**src/rtl/stopwatch_timebase.sv**
```systemverilog
// rtl/stopwatch_timebase.sv - stopwatch prescaler, BCD time cascade and lap-freeze display
module stopwatch_timebase #(
   parameter int DIV     = 500000,
   parameter int DIV_W   = 23,
   parameter int MIN_MAX = 59
) (
   input  logic       clk,
   input  logic       reset,
   input  logic       start_stop,
   input  logic       clear,
   input  logic       lap,
   output logic       tick,
   output logic       running,
   output logic       overflow,
   output logic       lap_hold,
   output logic [7:0] disp_cs,
   output logic [7:0] disp_s,
   output logic [7:0] disp_m
);

   localparam logic [DIV_W-1:0] PRESC_LAST = DIV_W'(DIV - 1);
   localparam logic [7:0]       M_LAST     = {4'(MIN_MAX / 10), 4'(MIN_MAX % 10)};

   logic [DIV_W-1:0] presc;
   logic             ss_q;
   logic             lap_q;
   logic [7:0]       live_cs;
   logic [7:0]       live_s;
   logic [7:0]       live_m;
   logic [7:0]       nxt_cs;
   logic [7:0]       nxt_s;
   logic [7:0]       nxt_m;
   logic             wrap;
   logic             ss_rise;
   logic             lap_rise;
   logic             term;

   // Packed-BCD increment of a two-digit value; the 99 case is handled by the caller.
   function automatic logic [7:0] bcd_inc(input logic [7:0] v);
      logic [7:0] r;
      if (v[3:0] == 4'd9) begin
         r = {v[7:4] + 4'd1, 4'd0};
      end else begin
         r = {v[7:4], v[3:0] + 4'd1};
      end
      return r;
   endfunction

   assign ss_rise  = start_stop & ~ss_q;
   assign lap_rise = lap & ~lap_q;
   assign term     = running && (presc == PRESC_LAST);

   // Next live time: centiseconds carry into seconds, seconds into minutes, minutes wrap.
   always_comb begin
      nxt_cs = bcd_inc(live_cs);
      nxt_s  = live_s;
      nxt_m  = live_m;
      wrap   = 1'b0;
      if (live_cs == 8'h99) begin
         nxt_cs = 8'h00;
         if (live_s == 8'h59) begin
            nxt_s = 8'h00;
            if (live_m == M_LAST) begin
               nxt_m = 8'h00;
               wrap  = 1'b1;
            end else begin
               nxt_m = bcd_inc(live_m);
            end
         end else begin
            nxt_s = bcd_inc(live_s);
         end
      end
   end

   // Button edge detectors and run/pause toggle; clear does not affect running.
   always_ff @(posedge clk) begin
      if (!reset) begin
         ss_q    <= 1'b0;
         lap_q   <= 1'b0;
         running <= 1'b0;
      end else begin
         ss_q  <= start_stop;
         lap_q <= lap;
         if (ss_rise) begin
            running <= ~running;
         end
      end
   end

   // Prescaler, tick pulse, live time and sticky overflow; clear wins over a terminal count.
   always_ff @(posedge clk) begin
      if (!reset) begin
         presc    <= '0;
         tick     <= 1'b0;
         live_cs  <= 8'h00;
         live_s   <= 8'h00;
         live_m   <= 8'h00;
         overflow <= 1'b0;
      end else if (clear) begin
         presc    <= '0;
         tick     <= 1'b0;
         live_cs  <= 8'h00;
         live_s   <= 8'h00;
         live_m   <= 8'h00;
         overflow <= 1'b0;
      end else if (term) begin
         presc   <= '0;
         tick    <= 1'b1;
         live_cs <= nxt_cs;
         live_s  <= nxt_s;
         live_m  <= nxt_m;
         if (wrap) begin
            overflow <= 1'b1;
         end
      end else begin
         tick <= 1'b0;
         if (running) begin
            presc <= presc + DIV_W'(1);
         end
      end
   end

   // Lap freeze toggle and display register, which tracks live time one cycle late unless frozen.
   always_ff @(posedge clk) begin
      if (!reset) begin
         lap_hold <= 1'b0;
         disp_cs  <= 8'h00;
         disp_s   <= 8'h00;
         disp_m   <= 8'h00;
      end else begin
         if (clear) begin
            lap_hold <= 1'b0;
         end else if (lap_rise) begin
            lap_hold <= ~lap_hold;
         end
         if (!lap_hold) begin
            disp_cs <= live_cs;
            disp_s  <= live_s;
            disp_m  <= live_m;
         end
      end
   end

endmodule
```
**config.mk**
```make
export PLATFORM = sky130hd
export DESIGN_NAME = stopwatch_timebase
export DESIGN_NICKNAME = d
export VERILOG_FILES = /design/src/rtl/stopwatch_timebase.sv
export SDC_FILE = /design/constraint.sdc
export NUM_CORES = 1
export LEC_CHECK = 0
export BUFFER_PORTS_ARGS = -buffer_cell sky130_fd_sc_hd__buf_2
export CAP_MARGIN = 20
export CORE_MARGIN = 10
export CORE_UTILIZATION = 45
export CTS_CLUSTER_DIAMETER = 120
export CTS_CLUSTER_SIZE = 30
export DETAILED_ROUTE_END_ITERATION = 7
export PLACE_DENSITY = 0.69
export SETUP_SLACK_MARGIN = 0.05
export SKIP_CTS_REPAIR_TIMING = 1
export SYNTH_ARGS = -nofsm -noshare
export SYNTH_HDL_FRONTEND = slang
export SYNTH_SLANG_ARGS = --single-unit
```
**constraint.sdc**
```tcl
create_clock -name clk -period 2 [get_ports clk]
set_input_delay 0.3 -clock clk [delete_from_list [all_inputs] [get_ports clk]]
set_output_delay 0.3 -clock clk [all_outputs]
set_load 0.01 [all_outputs]
```
## Word-level counts from Yosys, hierarchy flattened

Cells that the tools add are included.

| storage, ports and cells | value |
|---|---|
| word-level logic and storage cells | 59 |
| input port bits | 5 |
| output and inout port bits | 28 |
| flip-flop bits (word level) | 77 |

| cells by class | value |
|---|---|
| $add $sub $neg | 7 |
| bitwise gates (word level) | 7 |
| multiplexer cells | 10 |
| eq/ne operators | 7 |
| reduce and logical (&&, ||, !) cells | 12 |

Operator list:

| operator | count |
|---|---|
| 8-bit two-way mux | 6 |
| 4-bit by 1-bit adder with 4-bit output, second input constant | 6 |
| 23-bit by 1-bit adder with 23-bit output, second input constant | 1 |
| 23-bit by 19-bit == test with 1-bit output, second input constant | 1 |
| 8-bit by 7-bit == test with 1-bit output, second input constant | 2 |
| 4-bit == test, second input constant | 3 |
| 8-bit == test, second input constant | 1 |
| 2-bit AND reduction | 3 |
| 3-bit AND reduction | 2 |
| 2-bit nonzero test | 3 |
| 1-bit NOT | 5 |
| 1-bit two-way mux | 4 |
| 4-bit AND reduction | 1 |
| 3-bit OR reduction | 1 |
| 1-bit AND | 2 |
| 2-bit OR reduction | 1 |
| 1-bit logical AND | 1 |

## Longest topological paths before layout

Gate-level depths: netlist (run 1).

| logic depth | value |
|---|---|
| depth in word-level cells | 5 |
| depth in mapped cells | 8 |
| mapped depth without buffers | 6 |

## Worst setup path before layout (run 1)

OpenSTA, ideal clock, no wires.

| timing path | value |
|---|---|
| path type | register to register |
| start | register running |
| end | register live_s[7] |
| required time | 1.879 ns |
| setup time | 0.121 ns |
| arrival time | 1.718 ns |
| period minus slack after synthesis | 1.839 ns |
| setup slack | 0.161 ns |
| stages on the path, launching flop included | 8 |
| buffers on the path | 3 |
| cell sequence | dfxtp_1 buf_2 and4_1 buf_2 nand4b_1 clkbuf_1 nor3_1 mux2_2 |

| on the way | value |
|---|---|
| longest elaborated chain between the ends | 2 |

RTL lines:

| item | RTL line | RTL |
|---|---|---|
| start, declared | 13 | `output logic running,` |
| start signal, assigned | 85 | `running <= ~running;` |
| 1-bit logical AND | 51 | `assign term = running && (presc == PRESC_LAST);` |
| 3-bit AND reduction (no line) | - |  |
| end signal, assigned | 110 | `live_s <= nxt_s;` |
| end, declared | 28 | `logic [7:0] live_s;` |

Every way passes these cells.
A chain may end at the register's enable or synchronous reset.

## Final worst setup path (run 1)

| timing path | value |
|---|---|
| start | register presc[9] |
| end | register presc[22] |

| on the way | value |
|---|---|
| longest elaborated chain between the ends | 3 |
| elaborated cells between the ends (all ways) | 4 |
| those cells by class | add/sub: 1; eq/ne: 1; reduce/logical: 2 |

RTL lines:

| item | RTL line | RTL |
|---|---|---|
| start, declared | 24 | `logic [DIV_W-1:0] presc;` |
| start signal, assigned | 118 | `presc <= presc + DIV_W'(1);` |
| branches (longest 3 deep; another with 23-bit by 1-bit adder with 23-bit output) | - |  |

Parallel ways; which one is timed is not known.

==> run summary, run 1 <==
• **run status** finished, final reports clean
• **final setup fails** 0
• **sequential share of power** 0.505
• **number of DRC markers in iteration 0** 96
• **worst path cell trace** buf_4 -> nand4_2 -> or4_4 -> or4_4 -> a21oi_2
• **Final TNS setup** 0 ns
• **average size of a mapped cell** 9.320 sq um
• **cell with the most instances on the worst path** sky130_fd_sc_hd__or4_4
• **share of synthesized area occupied by flip-flops and latches** 0.4263
• **FF+latch area** 1544 sq um
• **crit path max-delay cell type** sky130_fd_sc_hd__or4_4
• **count of pins on the block boundary** 33
• **area occupied by multi-input gates** 1959 sq um
• **arrival time reported for the critical path endpoint** 2.17 ns
• **effective utilization at floorplan** 0.4655
• **detailed-route via count** 2948
• **clock root buffer** sky130_fd_sc_hd__clkbuf_8
• **Port Buf Inserts** 32
• **Placement Rows** 32
• **Cell Pwr Density** 713.1 nW/um^2
• **classification of the worst setup path** register to register
• **fraction of power consumed by the clock network** 0.463
• **static leakage power** 0.001574 uW
• **share of total power in combinational logic** 0.032
• **switching power of the nets** 651.4 uW
• **CTS tree** done
• **worst vdd ir** 0.0003363 V
• **GRT overflow** 0
• **largest cells by area after synthesis** sky130_fd_sc_hd__dfxtp_1, sky130_fd_sc_hd__mux2i_1, sky130_fd_sc_hd__nor2b_1
• **required time of the worst setup path** 2.30 ns
• **final weighted congestion in routability-driven placement** 0.8160
• **vias in the first global route** 2921
• **Slew @ Worst Pin** 0.6420 ns
• **max-slew violations** 0
• **library cell occupying the most area in the post-synthesis netlist** sky130_fd_sc_hd__dfxtp_1
• **pin count of the biggest net entering global routing** 29
• **highest cell delay on the worst timing path** 0.55 ns
• **Syn Inst Count** 388
• **Routed Wire Length** 7717 um
• **Unique masters post-synth** 51
• **post-route design area** 4304 sq um
• **chip height** 109.6 um
• **total global-route track usage** 0.1359
• **clock skew** 0.01146 ns
• **final number of hold-violating endpoints** 0
• **flops & latches, synth** 77
• **Detail Route Antenna Nets** 0
• **Min Clock Period, post-route** 1.870 ns
• **Diodes inserted** 0
• **Warnings, synthesis** 0
• **largest buffer count on any clock path** 2
• **Die Area** 12020 sq um
• **Die Wd** 109.6 um
• **post-detailed-route via-to-cell ratio** 5.469
• **number of buffers created by CTS** 9
• **TritonCTS Sinks** 77
• **type of the most critical hold path** primary input to register
• **drt wl/cell** 14.32 um
• **syn nets** 406
• **Crit Path Max Fanout** 5
• **clock latency on the worst-skew pair** 0.36 ns
• **Max transition margin** 0.5720
• **Final Net Count** 450
• **portion of the clock cycle consumed by the worst path in the final layout** 0.9352
• **MaxCap Viol Count** 0
• **DRC errors left** 0
• **RSZ-0062 raised after global routing** false
• **layout-stage area growth over the synthesis result** 19.03%
• **total internal power** 2418 uW
• **kind of end point of the critical path** register
• **Area after DPL** 4025 sq um
• **Clock H-tree levels** 3
• **post-synthesis async set-or-reset flop share** 0
• **cell area after synthesis** 3616 sq um
• **Yosys top cell area share** 0.4263
• **clock-pin slew of the registers on the worst-case setup and hold paths** 0.08 ns
• **number of synthesized flops with an enable pin** 0
• **antenna violations before repair** 0
• **wire length of the first global-routing pass** 13340 um
• **peak clock frequency supported by timing** 534.6 MHz
• **share of cells above drive strength 1** 0.2174
• **placeable core region** 7767 sq um
• **fraction of power spent switching nets** 0.2122
• **critical path launch point type** register
• **post-detailed-placement half-perimeter wirelength** 5436 um
• **first-pass detailed-route iteration total** 4
• **share of the core filled with cells in the final layout** 0.5541
• **filler cell count in the final layout** 704
• **primary flip-flop cell chosen by synthesis mapping** sky130_fd_sc_hd__dfxtp_1
==> routing by layer <==
layer	part of all wire	GRT usage
met3	0.043	0.03394
met5	0	0
met1	0.46	0.1627
met4	0.013	0.06506
met2	0.49	0.2236
==> cell type report <==
| cell class | count | area share |
|---|---|---|
| Clock buffer | 10 | 0.02965 |
| Clock inverter | 6 | 0.02587 |
| Inverter | 14 | 0.01221 |
| Multi-Input combinational cell | 274 | 0.4552 |
| Sequential cell | 77 | 0.3587 |
| Tap cell | 102 | 0.02965 |
| Timing Repair Buffer | 56 | 0.08866 |
==> layout by cell type (no fill, tap or decap), types with 3 or more instances in the layout <==
cell type                   netlist  final
sky130_fd_sc_hd__o31ai_1          9      9
sky130_fd_sc_hd__ha_1            13     13
sky130_fd_sc_hd__or3_1           11     11
sky130_fd_sc_hd__nor3_1           7      7
sky130_fd_sc_hd__nand2b_1         3      3
sky130_fd_sc_hd__dfxtp_1         77     75
sky130_fd_sc_hd__and3b_2          0      3
sky130_fd_sc_hd__buf_12           0      3
sky130_fd_sc_hd__and3b_1          6      3
sky130_fd_sc_hd__buf_2            8     32
sky130_fd_sc_hd__clkbuf_8         0      9
sky130_fd_sc_hd__buf_4            0     20
sky130_fd_sc_hd__mux2i_1         32     32
sky130_fd_sc_hd__and2_1           4      4
sky130_fd_sc_hd__xor2_1           8      8
sky130_fd_sc_hd__inv_1           14     14
sky130_fd_sc_hd__nor2_1          19     19
sky130_fd_sc_hd__nand3_1         12     12
sky130_fd_sc_hd__a21oi_1         20     19
sky130_fd_sc_hd__nor2b_1         27     27
sky130_fd_sc_hd__nand4_1         13     13
sky130_fd_sc_hd__bufinv_16        0      3
sky130_fd_sc_hd__xnor2_1          5      5
sky130_fd_sc_hd__o21ai_0         16     15
sky130_fd_sc_hd__nand2_1         19     19
sky130_fd_sc_hd__or4_1           11     11
==> critical path: cells and delay by family (launching register included) <==
kind            cells  cell delay (ns)
buf+inv             1             0.16
compound gates      1             0.14
flops               1             0.38
simple gates        3             1.14
==> power by group through the flow <==
| stage | Sequential [uW] | Clock [uW] | Combinational [uW] |
|---|---|---|---|
| 6_report | 1550 | 1420 | 99.0 |
| 5_1_grt | 1550 | 1520 | 108 |
| 4_1_cts | 1550 | 1450 | 101 |
| 3_5_place_dp | 1590 | 0 | 100 |
| 3_3_place_gp | 1580 | 0 | 99.2 |
| 2_1_floorplan | 1580 | 0 | 72.6 |
==> path summary, 6_finish.rpt <==
path	startpoint	endpoint	slack (ns)	cells past startpoint
worst max-delay path	presc[9]	presc[22]	0.13	5
worst min-delay path	lap	lap_q	0.15	2
worst max register to register	presc[9]	presc[22]	0.13	5
worst min register to register	overflow	overflow	0.47	2
==> cells in the mapped netlist (7+ instances only) <==
master                     number
sky130_fd_sc_hd__dfxtp_1       77
sky130_fd_sc_hd__mux2i_1       32
sky130_fd_sc_hd__nor2b_1       27
sky130_fd_sc_hd__a21oi_1       20
sky130_fd_sc_hd__nand2_1       19
sky130_fd_sc_hd__nor2_1        19
sky130_fd_sc_hd__o21ai_0       16
sky130_fd_sc_hd__clkbuf_1      14
sky130_fd_sc_hd__inv_1         14
sky130_fd_sc_hd__ha_1          13
sky130_fd_sc_hd__nand4_1       13
sky130_fd_sc_hd__nand3_1       12
sky130_fd_sc_hd__or3_1         11
sky130_fd_sc_hd__or4_1         11
sky130_fd_sc_hd__o31ai_1        9
sky130_fd_sc_hd__buf_2          8
sky130_fd_sc_hd__xor2_1         8
sky130_fd_sc_hd__nor3_1         7
==> cells by family (layout without fill, tap and decap cells) <==
family,Yosys count,count (layout),share of synthesized area
buffers and inverters,37,86,0.04118
muxes,33,33,0.09170
adders and majority gates,13,13,0.04498
and+or+nand+nor,155,155,0.2602
AOI/OAI and AO/OA,60,60,0.1042
DFF,77,77,0.4263
xor gates and xnor gates,13,13,0.03149
==> flip-flops by register name (all words and copies together) (netlist names) <==
name,count
overflow,1
lap_hold,1
running,1
disp_s,8
live_cs,8
ss_q,1
live_m,8
lap_q,1
disp_cs,8
presc,23
live_s,8
disp_m,8
tick,1
==> per-stage QoR <==
stage                     hold slack (ns)  cells  power [uW]  setup WS (ns)
final                              0.1524    539        3069         0.1295
after global routing               0.1574    539        3179        0.04560
after CTS                          0.1377    539        3102        0.06094
after detailed placement           0.4688    523        1685        0.07099
after global placement             0.4290    523        1684         0.1175
after floorplan                    0.4273    388        1651         0.1613
Note: power is estimated with default switching activity, not from simulation.
==> run 2: changes to the inputs <==
- CELL_PAD_IN_SITES_DETAIL_PLACEMENT: not set -> 1
- CELL_PAD_IN_SITES_GLOBAL_PLACEMENT: not set -> 1
- PLACE_DENSITY: 0.69 -> 0.81
- clock period: 2 -> 2.4 ns (I/O delays scaled with it)
==> run 2 against run 1 <==
Against the previous run: combinational power shrank 22%; final area shrank 5.4%; worst setup slack gained 0.14 ns; global-route usage grew 2.1 points; largest power group unchanged; critical endpoint is now live_s[5]; sequential power shrank 17%; register-to-register slack gained 0.14 ns; sequential share of layout area grew 2.0 points; utilization shrank 3.0 points.
==> run summary, run 2 (synthesis gave the netlist of run 1 again) <==
• **largest buffer count on any clock path** 2, unchanged
• **highest cell delay on the worst timing path** 0.55 ns, about the same
• **GRT overflow** 0, unchanged
• **final weighted congestion in routability-driven placement** 0.7905, -3.1%
• **max reg flops** 23, unchanged
• **fraction of power spent switching nets** 0.2355, +0.02326
• **global-route track usage on met2** 0.2598, +0.03620
• **DRC errors left** 0, unchanged
• **max-slew violations** 0, unchanged
• **clock skew** 0.01357 ns, +0.002116 ns
• **classification of the worst setup path** register to register
• **RSZ-0062 raised after global routing** false
• **required time of the worst setup path** 2.65 ns, +0.35 ns
• **placeable core region** 7767 sq um, unchanged
• **critical path launch point type** register
• **worst vdd ir** 0.0002804 V, -17%
• **Clock H-tree levels** 3, unchanged
• **Detail Route Antenna Nets** 0, unchanged
• **Slew @ Worst Pin** 0.5670 ns, -0.07501 ns
• **total internal power** 1788 uW, -26%
• **Port Buf Inserts** 32, unchanged
• **number of buffers created by CTS** 9, unchanged
• **layout-stage area growth over the synthesis result** 12.60%
• **post-detailed-placement half-perimeter wirelength** 6153 um, +13%
• **vias in the first global route** 3020, +3.4%
• **effective utilization at floorplan** 0.4655, unchanged
• **Cell Pwr Density** 574.5 nW/um^2, -19%
• **global routing usage on met1** 0.1906, +0.02788
• **crit path max-delay cell type** sky130_fd_sc_hd__nor4_1
• **share of cells above drive strength 1** 0.1659, -0.05151
• **arrival time reported for the critical path endpoint** 2.38 ns, +0.21 ns
• **most common library cell in the layout ignoring fill and taps** sky130_fd_sc_hd__dfxtp_1
• **Worst Slack Setup Final** 0.2660 ns, +0.1365 ns
• **Diodes inserted** 0, unchanged
• **final number of hold-violating endpoints** 0, unchanged
• **clock-pin slew of the registers on the worst-case setup and hold paths** 0.09 ns, about the same
• **type of the most critical hold path** primary input to register
• **count of pins on the block boundary** 33, unchanged
• **MaxCap Viol Count** 0, unchanged
• **Placement Rows** 32, unchanged
• **Final Net Count** 436, -3.1%
• **chip height** 109.6 um, unchanged
• **Crit Path Max Fanout** 8, +3
• **worst path cell trace** nor4_1 -> and4_1 -> nand3_1 -> o41ai_1
• **first-pass detailed-route iteration total** 4, unchanged
• **Max transition margin** 0.6185, +0.04652
• **sequential share of power** 0.552, +0.047
• **CTS tree** done
• **portion of the clock cycle consumed by the worst path in the final layout** 0.8892, -0.04608
• **busiest layer in global routing** met2
• **static leakage power** 0.001454 uW, -7.6%
• **final setup fails** 0, unchanged
• **post-detailed-route via-to-cell ratio** 5.689, +4.0%
• **total global-route track usage** 0.1573, +0.02136
• **number of DRC markers in iteration 0** 111, +16%
• **clock root buffer** sky130_fd_sc_hd__clkbuf_8
• **fraction of power consumed by the clock network** 0.415, -0.048
• **Die Wd** 109.6 um, unchanged
• **most frequent cells in the layout** sky130_fd_sc_hd__dfxtp_1, sky130_fd_sc_hd__mux2i_1, sky130_fd_sc_hd__buf_2, sky130_fd_sc_hd__nor2b_1, sky130_fd_sc_hd__a21oi_1
• **Die Area** 12020 sq um, unchanged
• **peak clock frequency supported by timing** 468.6 MHz, -12%
• **switching power of the nets** 550.9 uW, -15%
• **antenna violations before repair** 0, unchanged
• **met3 capacity usage during global routing** 0.04213, +0.008192
• **Setup WS pre-CTS** 0.3849 ns, +0.3140 ns
• **wire length of the first global-routing pass** 15150 um, +14%
• **detailed-route via count** 2981, +1.1%
• **clock latency on the worst-skew pair** 0.37 ns, about the same
• **kind of end point of the critical path** register
• **Min Clock Period, post-route** 2.134 ns, +0.2635 ns
• **Final TNS setup** 0 ns, unchanged
• **drt wl/cell** 17.07 um, +19%
• **TritonCTS Sinks** 77, unchanged
• **pin count of the biggest net entering global routing** 26, -10%
• **share of total power in combinational logic** 0.033, about the same
• **Top reg by flops** presc
• **Routed Wire Length** 8947 um, +16%
• **run status** finished, final reports clean
run 2: cell types whose count changed in the layout (fill, tap and decap cells not counted), moves of 3 or more:
| cell | change |
|---|---|
| sky130_fd_sc_hd__buf_4 | -10 |
| sky130_fd_sc_hd__and3b_1 | +3 |
| sky130_fd_sc_hd__and3b_2 | -3 |
| sky130_fd_sc_hd__buf_12 | -3 |
| sky130_fd_sc_hd__clkinvlp_4 | +3 |
run 2: final cells by class:
class,count,area (sq um)
timing repair buffer,42,235.2
sequential,77,1541
clock inverter,6,65.06
clock buffer,9,123.9
inverter,14,52.55
fill,922,3696
tap,102,127.6
multi-input combinational,274,1926
run 2: per-layer routing:
layer | wire length (um) | vias to the layer above
met5 | 0 | -
met4 | 158 | 0
met3 | 342 | 12
met2 | 4364 | 40
met1 | 4081 | 1467
li1 | - | 1462
run 2: stage by stage:
| stage | util | hold slack [ns] | area, sq um | power (uW) | std cells |
|---|---|---|---|---|---|
| 2_1_floorplan | - | 0.4515 | 3616 | 1376 | 388 |
| 3_3_place_gp | 0.4998 | 0.4312 | 3882 | 1395 | 509 |
| 3_5_place_dp | 0.4998 | 0.4492 | 3882 | 1398 | 509 |
| 4_1_cts | 0.5242 | 0.2062 | 4071 | 2352 | 524 |
| 5_1_grt | 0.5242 | 0.2082 | 4071 | 2426 | 524 |
| 6_report | 0.5242 | 0.2099 | 4071 | 2339 | 524 |
run 2: final timing paths:
kind | end | startpoint | depth (start not counted) | slack, ns
min reg2reg | overflow | overflow | 2 | 0.46
max reg2reg | live_s[5] | presc[9] | 4 | 0.27
max | live_s[5] | presc[9] | 4 | 0.27
min | lap_q | lap | 2 | 0.21
run 2: critical path: cells and delay by family, from the launching register on:
family,cells,cell delay (ns)
and+or+nand+nor,3,1.25
DFF,1,0.39
AOI/OAI and AO/OA,1,0.37
run 2: power groups by stage:
stage,Combinational [uW],Sequential [uW],Clock [uW]
after floorplan,60.5,1320,0
after global placement,75.2,1320,0
after detailed placement,77.0,1320,0
after CTS,77.9,1290,984
after global routing,84.1,1290,1050
final,77.4,1290,972
==> run 3: changes to the inputs <==
- PLACE_DENSITY: 0.81 -> not set
- PLACE_DENSITY_LB_ADDON: not set -> 0.1
==> run 3 against run 2 <==
Against the previous run: sequential share of layout area about the same; maximum frequency increased by 5.0%; critical path depth increased by 1; final cell count decreased by 0.19%; clock skew decreased by 0.0051 ns; count of clock-buffer cells in the layout increased by 1; non-clock buffer count unchanged; power decreased by 0.74%; worst setup slack improved by 0.10 ns; final area about the same; critical path type unchanged; largest power group unchanged; highest routed layer unchanged.
==> run summary, run 3 (synthesis gave the netlist of run 1 again) <==
• **Top reg by flops** presc
• **required time of the worst setup path** 2.67 ns, +0.02 ns
• **wire length of the first global-routing pass** 14610 um, -3.6%
• **MaxCap Viol Count** 0, unchanged
• **kind of end point of the critical path** register
• **TritonCTS Sinks** 77, unchanged
• **highest cell delay on the worst timing path** 0.51 ns, -0.04 ns
• **DP Cell Count** 509, unchanged
• **number of DRC markers in iteration 0** 84, -24%
• **final number of hold-violating endpoints** 0, unchanged
• **count of pins on the block boundary** 33, unchanged
• **Buffers & Inverters on Critical Path** 1, +1
• **run status** finished, final reports clean
• **chip height** 109.6 um, unchanged
• **Slew @ Worst Pin** 0.5177 ns, -0.04929 ns
• **clock-pin slew of the registers on the worst-case setup and hold paths** 0.08 ns, about the same
• **classification of the worst setup path** register to register
• **clock root buffer** sky130_fd_sc_hd__clkbuf_8
• **Final TNS setup** 0 ns, unchanged
• **Die Wd** 109.6 um, unchanged
• **Routed Wire Length** 8425 um, -5.8%
• **startpoint of the worst hold path** lap
• **startpoint of the worst register-to-register path** presc[9]
• **post-detailed-route via-to-cell ratio** 5.665, -0.41%
• **vias in the first global route** 2997, -0.76%
• **Die Area** 12020 sq um, unchanged
• **type of the most critical hold path** primary input to register
• **pin count of the biggest net entering global routing** 27, +3.8%
• **share of cells above drive strength 1** 0.1639, -0.001981
• **count of non-filler cells in the finished layout** 523, -0.19%
• **largest buffer count on any clock path** 2, unchanged
• **RSZ-0062 raised after global routing** false
• **worst setup path start** presc[9]
• **portion of the clock cycle consumed by the worst path in the final layout** 0.8466, -0.04258
• **layout-stage area growth over the synthesis result** 12.56%, about the same
• **setup slack of the worst register-to-register path** 0.37 ns, +0.10 ns
• **arrival time reported for the critical path endpoint** 2.30 ns, -0.08 ns
• **Final Net Count** 436, unchanged
• **Placement Rows** 32, unchanged
• **placeable core region** 7767 sq um, unchanged
• **detailed-route via count** 2963, -0.60%
• **peak clock frequency supported by timing** 492.2 MHz, +5.0%
• **Port Buf Inserts** 32, unchanged
• **most common library cell in the layout ignoring fill and taps** sky130_fd_sc_hd__dfxtp_1
• **Crit Path Max Fanout** 12, +4
• **drt wl/cell** 16.11 um, -5.7%
• **DRC errors left** 0, unchanged
• **effective utilization at floorplan** 0.4655, unchanged
• **GRT overflow** 0, unchanged
• **final weighted congestion in routability-driven placement** 0.7574, -4.2%
• **worst vdd ir** 0.0003551 V, +27%
• **max-slew violations** 0, unchanged
• **CTS tree** done
• **Diodes inserted** 0, unchanged
• **cell family with most CP delay** simple AND/OR/NAND/NOR gates
• **max reg flops** 23, unchanged
• **number of buffers created by CTS** 9, unchanged
• **Cell Pwr Density** 570.5 nW/um^2, -0.71%
• **clock skew** 0.008514 ns, -0.005060 ns
• **final setup fails** 0, unchanged
• **Max transition margin** 0.6517, +0.03316
• **crit path max-delay cell type** sky130_fd_sc_hd__nor4_1
• **critical path launch point type** register
• **clock latency on the worst-skew pair** 0.34 ns, -0.03 ns
• **first-pass detailed-route iteration total** 4, unchanged
• **antenna violations before repair** 0, unchanged
• **total global-route track usage** 0.1487, -0.008574
• **Clock H-tree levels** 3, unchanged
• **Detail Route Antenna Nets** 0, unchanged
• **worst path cell trace** nor4_1 -> nand4_1 -> buf_4 -> or4_1 -> a21oi_1
• **most frequent cells in the layout** sky130_fd_sc_hd__dfxtp_1, sky130_fd_sc_hd__mux2i_1, sky130_fd_sc_hd__buf_2, sky130_fd_sc_hd__nor2b_1, sky130_fd_sc_hd__a21oi_1
• **filler cell count in the final layout** 912, -1.1%
• **post-detailed-placement half-perimeter wirelength** 5966 um, -3.0%
• **static leakage power** 0.001461 uW, +0.47%
• **Min Clock Period, post-route** 2.032 ns, -0.1022 ns
run 3: report_power, final:
part / internal, uW / total, uW / leakage [uW] / switching, uW
Combinational: 34.8 / 79.9 / 0.000750 / 45.1
Sequential: 1280 / 1290 / 0.000621 / 5.42
Clock: 495 / 955 / 0.0000902 / 459
run 3: final cells by class:
class                      count  area (sq um)  share of cell area
clock buffer                  10         137.6             0.03381
tap                          102         127.6             0.03136
timing repair buffer          42         235.2             0.05779
sequential                    77          1541              0.3787
clock inverter                 4         50.05             0.01230
multi-input combinational    274          1926              0.4731
inverter                      14         52.55             0.01291
run 3: worst paths after layout:
| kind | to | cells after the start |
|---|---|---|
| max | live_s[0] | 5 |
| min | lap_q | 2 |
| max reg2reg | live_s[0] | 5 |
| min reg2reg | overflow | 2 |
run 3: per-layer routing:
layer / global-route usage / up-vias / routed length, um / part of all wire
met5: 0 / - / 0 / 0
met4: 0.03439 / 0 / 115 / 0.014
met3: 0.03920 / 13 / 304 / 0.036
met2: 0.2560 / 36 / 4224 / 0.50
met1: 0.1813 / 1457 / 3780 / 0.45
li1: - / 1457 / - / -
run 3: metrics by stage:
stage,hold slack (ns),util,instance area (sq um),setup slack (ns),power [uW]
after floorplan,0.4515,-,3616,0.5613,1376
after global placement,0.4320,0.4998,3882,0.5032,1396
after detailed placement,0.4518,0.4998,3882,0.4072,1399
after CTS,0.2130,0.5240,4070,0.3775,2362
after global routing,0.2434,0.5240,4070,0.1835,2426
final,0.2325,0.5240,4070,0.3682,2322
